<file path="src/rtl/risc_pkg.sv">
// Shared definitions for the output trace path.
//   DATA_W             width of the processor `out` bus
//   CNT_W              width of the cycle-delta timestamp
//   trace_st_e         trace FSM state encoding
//   ENT_*              bit offsets of the fields in a trace entry {delta, value}
package risc_pkg;
  localparam int DATA_W = 32;
  localparam int CNT_W  = 16;

  typedef enum logic [1:0] {
    IDLE    = 2'd0,
    ARMED   = 2'd1,
    TRACING = 2'd2
  } trace_st_e;

  localparam int ENT_VAL_LSB = 0;
  localparam int ENT_DLT_LSB = DATA_W;
  localparam int ENT_W       = CNT_W + DATA_W;
endpackage

</file>
<file path="src/rtl/out_trace_buffer_if.sv">
// Valid/ready drain port carrying trace entries to the host monitor.
//   m_valid  head entry available (master drives)
//   m_ready  host accepts head entry (slave drives)
//   m_data   {delta, value} of head entry (master drives)
interface out_trace_buffer_if
  import risc_pkg::*;
#(
  parameter int W = risc_pkg::ENT_W
);
  logic         m_valid;
  logic         m_ready;
  logic [W-1:0] m_data;

  modport master (output m_valid, output m_data, input m_ready);
  modport slave  (input m_valid, input m_data, output m_ready);
endinterface

</file>
<file path="src/rtl/trace_fifo.sv">
// First-word-fall-through FIFO for trace entries.
//   clk, reset  clock; async active-low reset
//   flush       synchronous clear; wins over a same-cycle push/pop
//   push, din   write request and data; accepted when not full, or when full
//               and a pop happens on the same edge
//   pop         read request; ignored when empty
//   dout        head entry, zero when empty
//   full, empty, level   occupancy status, level is the true count 0..DEPTH
module trace_fifo
  import risc_pkg::*;
#(
  parameter int WIDTH = risc_pkg::ENT_W,
  parameter int DEPTH = 16
) (
  input  logic                   clk,
  input  logic                   reset,
  input  logic                   flush,
  input  logic                   push,
  input  logic [WIDTH-1:0]       din,
  output logic                   full,
  input  logic                   pop,
  output logic [WIDTH-1:0]       dout,
  output logic                   empty,
  output logic [$clog2(DEPTH):0] level
);
  localparam int AW = $clog2(DEPTH);

  logic [WIDTH-1:0] mem [DEPTH];
  logic [AW-1:0]    wptr, rptr;
  logic [AW:0]      cnt;
  logic             do_push, do_pop;

  assign empty   = (cnt == '0);
  assign full    = (cnt == (AW+1)'(DEPTH));
  assign level   = cnt;
  assign do_pop  = pop && !empty;
  // When full, the slot being popped is the one written, so a same-edge
  // push/pop keeps the count at DEPTH.
  assign do_push = push && (!full || do_pop);

  always_ff @(posedge clk or negedge reset) begin
    if (!reset) begin
      wptr <= '0;
      rptr <= '0;
      cnt  <= '0;
    end else if (flush) begin
      wptr <= '0;
      rptr <= '0;
      cnt  <= '0;
    end else begin
      if (do_push) wptr <= wptr + 1'b1;
      if (do_pop)  rptr <= rptr + 1'b1;
      case ({do_push, do_pop})
        2'b10:   cnt <= cnt + 1'b1;
        2'b01:   cnt <= cnt - 1'b1;
        default: cnt <= cnt;
      endcase
    end
  end

  // Storage needs no reset: dout is masked while empty.
  always_ff @(posedge clk) begin
    if (do_push && !flush) mem[wptr] <= din;
  end

  assign dout = empty ? '0 : mem[rptr];
endmodule

</file>
<file path="src/rtl/out_trace_buffer.sv">
// Records every change of the processor `out` bus as a {delta_cycles, value}
// entry and drains the entries to a host monitor over a valid/ready port.
//   clk, reset  clock; async active-low reset
//   en          trace enable
//   flush       one-cycle FIFO clear (FSM, prev and drop_cnt keep their state)
//   out_in      processor `out` bus, sampled every cycle
//   m           drain port (m_valid / m_ready / m_data)
//   level       FIFO occupancy
//   drop_cnt    captures lost to a full FIFO, saturating
module out_trace_buffer
  import risc_pkg::*;
#(
  parameter int DATA_W = risc_pkg::DATA_W,
  parameter int CNT_W  = risc_pkg::CNT_W,
  parameter int DEPTH  = 16,
  parameter int DROP_W = 8
) (
  input  logic                   clk,
  input  logic                   reset,
  input  logic                   en,
  input  logic                   flush,
  input  logic [DATA_W-1:0]      out_in,
  out_trace_buffer_if.master     m,
  output logic [$clog2(DEPTH):0] level,
  output logic [DROP_W-1:0]      drop_cnt
);
  trace_st_e          st, st_nxt;
  logic               cap;
  logic [DATA_W-1:0]  prev;
  logic [CNT_W-1:0]   delta;
  logic [CNT_W-1:0]   dlt_ent;
  logic               full, empty, pop_req;

  always_ff @(posedge clk or negedge reset) begin
    if (!reset) st <= IDLE;
    else        st <= st_nxt;
  end

  always_comb begin
    st_nxt = st;
    cap    = 1'b0;
    case (st)
      IDLE:    if (en) st_nxt = ARMED;
      ARMED: begin
        if (en) begin
          cap    = 1'b1;
          st_nxt = TRACING;
        end else begin
          st_nxt = IDLE;
        end
      end
      TRACING: begin
        if (!en) st_nxt = IDLE;
        else     cap = (out_in != prev);
      end
      default: st_nxt = IDLE;
    endcase
  end

  // The first capture after arming anchors the trace with a zero delta.
  assign dlt_ent = (st == ARMED) ? '0 : delta;
  assign pop_req = m.m_valid && m.m_ready;

  always_ff @(posedge clk or negedge reset) begin
    if (!reset) begin
      prev     <= '0;
      delta    <= '0;
      drop_cnt <= '0;
    end else begin
      if (cap) prev <= out_in;

      if (cap)                          delta <= CNT_W'(1);
      else if (st != TRACING || !en)    delta <= '0;
      else if (delta != {CNT_W{1'b1}})  delta <= delta + 1'b1;

      if (cap && full && !pop_req && drop_cnt != {DROP_W{1'b1}})
        drop_cnt <= drop_cnt + 1'b1;
    end
  end

  trace_fifo #(.WIDTH(CNT_W + DATA_W), .DEPTH(DEPTH)) u_fifo (
    .clk   (clk),
    .reset (reset),
    .flush (flush),
    .push  (cap),
    .din   ({dlt_ent, out_in}),
    .full  (full),
    .pop   (m.m_ready),
    .dout  (m.m_data),
    .empty (empty),
    .level (level)
  );

  assign m.m_valid = !empty;
endmodule

</file>
<file path="src/flat_wrapper.sv">
// flat-port wrapper written by rule: the top's interface ports become plain ports
module out_trace_buffer_flat import risc_pkg::*;
#(
  parameter int DATA_W = risc_pkg::DATA_W,
  parameter int CNT_W  = risc_pkg::CNT_W,
  parameter int DEPTH  = 16,
  parameter int DROP_W = 8
)
  (clk, reset, en, flush, out_in, level, drop_cnt, m_m_valid, m_m_data, m_m_ready);
  out_trace_buffer_if m_i ();
  input  logic clk;
  input  logic reset;
  input  logic en;
  input  logic flush;
  input  logic [DATA_W-1:0] out_in;
  output logic [$clog2(DEPTH):0] level;
  output logic [DROP_W-1:0] drop_cnt;
  output wire logic [$bits(m_i.m_valid)-1:0] m_m_valid;
  output wire logic [$bits(m_i.m_data)-1:0] m_m_data;
  input wire logic [$bits(m_i.m_ready)-1:0] m_m_ready;
  assign m_m_valid = m_i.m_valid;
  assign m_m_data = m_i.m_data;
  assign m_i.m_ready = m_m_ready;
  out_trace_buffer #(.DATA_W(DATA_W), .CNT_W(CNT_W), .DEPTH(DEPTH), .DROP_W(DROP_W)) u_core (.clk(clk), .reset(reset), .en(en), .flush(flush), .out_in(out_in), .m(m_i), .level(level), .drop_cnt(drop_cnt));
endmodule
</file>
<file path="config.mk">
export PLATFORM = sky130hd
export DESIGN_NAME = out_trace_buffer_flat
export DESIGN_NICKNAME = d
export VERILOG_FILES = /design/src/rtl/risc_pkg.sv /design/src/rtl/out_trace_buffer_if.sv /design/src/rtl/trace_fifo.sv /design/src/rtl/out_trace_buffer.sv /design/src/flat_wrapper.sv
export SDC_FILE = /design/constraint.sdc
export NUM_CORES = 1
export LEC_CHECK = 0
export BUFFER_PORTS_ARGS = -buffer_cell sky130_fd_sc_hd__buf_2
export CAP_MARGIN = 20
export CORE_AREA = 8 8 342 344
export CTS_CLUSTER_DIAMETER = 40
export DETAILED_ROUTE_END_ITERATION = 10
export DIE_AREA = 0 0 350 352
export HOLD_SLACK_MARGIN = 0.1
export PLACE_DENSITY = 0.4
export SYNTH_ARGS = -nofsm -noshare
export SYNTH_HDL_FRONTEND = slang
export SYNTH_SLANG_ARGS = --single-unit
</file>
<file path="constraint.sdc">
create_clock -name clk -period 11.8 [get_ports clk]
set_clock_uncertainty 0.05 [all_clocks]
set_input_delay 0.59 -clock clk [delete_from_list [all_inputs] [get_ports clk]]
set_output_delay 0.59 -clock clk [all_outputs]
set_load 0.02 [all_outputs]
</file>
==> flow_results.org <==
** Run
- Max-cap check violation count :: 0

** Route
- Drt first-iter violations :: approximately 1,100
- For this block, the via count after detailed routing is roughly 16,000.
- In the final routing, the length of wire on met1 measures ~40,000 um.
- The routed design uses around 3600 um of met3 wire.
- Routed signal wires occupy layers up through met5.
- The count of nets left with antenna violations once routing finished came out at 0.
- In the final routed layout, each cell accounts on average for approximately 26 um.
- # DRC :: 0
- Met2 WL :: roughly 44,000 um
- Dividing the detail-routed via count by the number of cells gives roughly 4.8.
- Routed wire length :: ~90,000 um
- The first TritonRoute pass finished after 7 iterations.

** Floorplan
- Core ar. :: ~110,000 um^2
- After floorplanning, the core was divided into approximately 120 placement rows.
- Chip height :: around 350 um
- Die boundary width :: approximately 350 um
- The initial utilization of the core area, before any placement, comes to between 20% and 30%.
- Die area :: around 120,000 um^2
- # IOs :: 99

** GRT
- Entering global routing, the biggest net connects slightly below 90 pins.
- The number of global-route vias before repair was roughly 17,000.
- Wire length of the first global-routing pass :: 130,000 um
- Overflow after GRT :: 0
- All-Layer GR Usage :: 14.6%
- The number of antenna violations at the first check in global routing was 10.

** Final layout
- Layout Nets :: ~1,800
- The layout has ~10,000 filler cells.
- Of the cells placed in the final design, the portion with a size suffix greater than 1 is about a third.
- The area growth from synthesis to layout is 21.4%.
- Registers take ~25,000 um^2.
- Leaving out fill and tap cells, the most frequent cells in the layout are sky130_fd_sc_hd__edfxtp_1, sky130_fd_sc_hd__mux4_2, sky130_fd_sc_hd__clkbuf_16.
- The multi-input combinational cells in the finished layout cover a total of between 7000 and 8000 um^2.
- Leading cell type in the layout, fill and taps excluded :: sky130_fd_sc_hd__edfxtp_1
- Once layout is complete, the utilization of the core stands at between 30% and 40%.

** Synth
- Share of synthesized registers carrying an async set or reset :: 8.46%
- Each instance of the synthesized netlist takes up on average about 21 um^2.
- Predominant post-synthesis flop cell :: sky130_fd_sc_hd__edfxtp_1
- Counting flops with a built-in enable in the synthesized netlist gives 768.
- Unique cell type count in the Yosys netlist :: 50
- The share of the Yosys chip area taken by registers is around 75%.
- Ranking of synthesized cells by area :: sky130_fd_sc_hd__edfxtp_1, sky130_fd_sc_hd__mux4_2, sky130_fd_sc_hd__dfrtp_1
- Of all cell types, the one taking the most synthesized area is sky130_fd_sc_hd__edfxtp_1.
- Yosys printed 0 warnings.
- Post-synthesis sequential element count :: roughly 840
- Counting every instance in the synthesized netlist gives 1,562.
- Syn nets :: approximately 1,600
- Fraction of synthesized cell area taken by the top area cell type :: between 60% and 70%
- Mapped Area :: 33,200 um^2

** Setup path
- Worst reg2reg path depth :: 10
- Critical path endpoint category :: output port
- Critical path class :: register to output port
- Across all register-to-register paths, the minimum setup slack is just under 8000 ps.
- STA classifies the critical path startpoint as a register.
- In this run the worst setup path begins at u_core.u_fifo.rptr[0]$_DFFE_PN0P_.
- Arrival time worst endpoint :: about 4800 ps
- In this run the critical register-to-register path is launched from u_core.prev[4]$_DFFE_PN0N_.
- For the worst setup path, the data required time is between 10,000 and 15,000 ps.
- In this run the worst path has a maximum fanout of 86.
- In this run the critical register-to-register path is captured at u_core.u_fifo.mem[1][15]$_DFFE_PP_.

** Power and ir drop
- VDD sags by at most between 0.0001 and 0.00015 V.
- Summing internal, switching and leakage power gives just under 9 mW.
- For this design the static power due to leakage is roughly 13 nW.
- Ratio of total power to cell area :: between 200 and 250 nW/um^2

** Hold path
- Worst min-delay path class :: input port to register
- Startpoint of the most critical hold path :: out_in[20]
- The path with the worst hold slack has its endpoint at u_core.prev[20]$_DFFE_PN0N_.
- Cells on Worst Hold Path :: 3

** Timing
- In this run the tightest slew margin relative to its limit is 28.9%.
- Hold is met by 201 ps.
- Setup slack on the critical path of the routed design comes to between 6000 and 7000 ps.
- Worst Max-Slew Pin Slew :: roughly 1100 ps
- Portion of the clock cycle consumed by the worst path in the final layout :: between 40% and 50%
- The number of max-slew violations in the final report is 0.
- Final hold viol count :: 0
- RSZ-0062 raised after global routing :: no
- Shortest clock period the worst path allows after layout :: 5390 ps
- For the final routed database, the setup TNS stands at 0 ps.
- Max Fclk :: about 190 MHz
- Setup violations remaining at the end of the flow were counted as 0.

** Clock network
- Clock tree from TritonCTS :: built
- Total number of H-tree levels :: 4
- Number of buffers between clock root and the deepest sink :: 3
- Clock buffer count from CTS :: between 100 and 150
- Post-CTS Resized :: 0
- Clock transition time at the flip-flop clock pins of the worst setup and hold paths :: ~50 ps
- The root buffer cell chosen for the clock tree is sky130_fd_sc_hd__clkbuf_16.
- Number of sinks handled by clock tree synthesis :: approximately 840
- The clock reaches the later pin of the worst-skew pair after a little over 700 ps.

** Placement
- Port buffering added roughly 100 buffers.
- The HPWL after detailed placement is between 40,000 and 50,000 um.
- Timing analysis after detailed placement gives a worst setup slack of around 7000 ps.
- The congestion estimate from routability-driven global placement came to 0.697.

** Status
- Outcome :: finished clean
-- critical path, stage by stage (launching register included) --
cell and delay (ps):
sky130_fd_sc_hd__dfrtp_4 770, sky130_fd_sc_hd__buf_12 600, sky130_fd_sc_hd__buf_4 870, sky130_fd_sc_hd__mux4_2 620, sky130_fd_sc_hd__mux4_2 600, sky130_fd_sc_hd__and2_1 210
sky130_fd_sc_hd__buf_2 160
-- how the worst max path moves through the flow --
stage                                         endpoint  slack [ps]
CTS                                       m_m_data[43]        6220
detailed placement                        m_m_data[43]        7020
global route                              m_m_data[43]        6030
finish                                    m_m_data[43]        6410
floorplan            u_core.u_fifo.mem[0][0]$_DFFE_PP_        5170
global placement    u_core.u_fifo.mem[0][11]$_DFFE_PP_        6780
-- registers in the layout, summed over array words and instances (netlist names) --
name                 count
u_core.u_fifo.mem      768
u_core.prev             32
u_core.delta            16
u_core.drop_cnt          8
u_core.u_fifo.level      5
u_core.u_fifo.rptr       4
u_core.u_fifo.wptr       4
u_core.st                2
-- cell type report --
type / count / area share [%]
diodes: 1 / 0.00621
clock buffers: 152 / 8.70
clock inverters: 100 / 2.81
inverters: 8 / 0.0745
multi-input cells: 638 / 19.7
flip-flops and latches: 839 / 61.7
well taps: 1500 / 4.66
repair buffers: 153 / 2.37
-- timing repair --
action / in CTS / in global routing
hold buffers: 2 / 0
setup buffers: 0 / 0
endpoints found under the hold margin: 18 / 0
-- cell families after synthesis --
| kind of cell | after synthesis | synth area share [%] |
|---|---|---|
| compound gates | 32 | 0.626 |
| flops | 839 | 74.9 |
| fa+ha+maj | 14 | 0.551 |
| simple gates | 292 | 4.46 |
| buf+inv | 85 | 1.52 |
| xor+xnor | 57 | 1.50 |
| mux | 243 | 16.5 |
-- metrics by stage --
| stage | area, um^2 | std cells |
|---|---|---|
| 3_5_place_dp | 35600 | 3133 |
| 5_1_grt | 40300 | 3390 |
| 4_1_cts | 40300 | 3387 |
| 6_report | 40300 | 3391 |
| 3_3_place_gp | 35500 | 3127 |
| 2_1_floorplan | 33200 | 1562 |
-- power breakdown --
group          switching, mW  internal, mW
Clock                   1.47          2.51
Sequential            0.0936          3.34
Combinational          0.873         0.615
Total                   2.44          6.46
-- cell usage after synthesis (all sizes together) (4+ instances only) --
master  count
and2       50
ha         13
nor4       14
o21ai       9
or3         4
xor2       44
dfrtp      71
edfxtp    768
nor2b      15
buf        38
nand3      14
mux4      240
xnor2      13
clkbuf     39
nand2     116
a21oi      13
nor2       24
nand4       8
nor3       20
and3        8
nand2b      8
inv         8
-- layer usage --
| metal | global-route usage (%) | vias to the layer above |
|---|---|---|
| met4 | 4.35 | 2 |
| li1 | - | 6863 |
| met3 | 2.67 | 146 |
| met2 | 23.7 | 397 |
| met1 | 19.8 | 8776 |
| met5 | 0 | - |
Note: power is estimated with default switching activity, not from simulation.
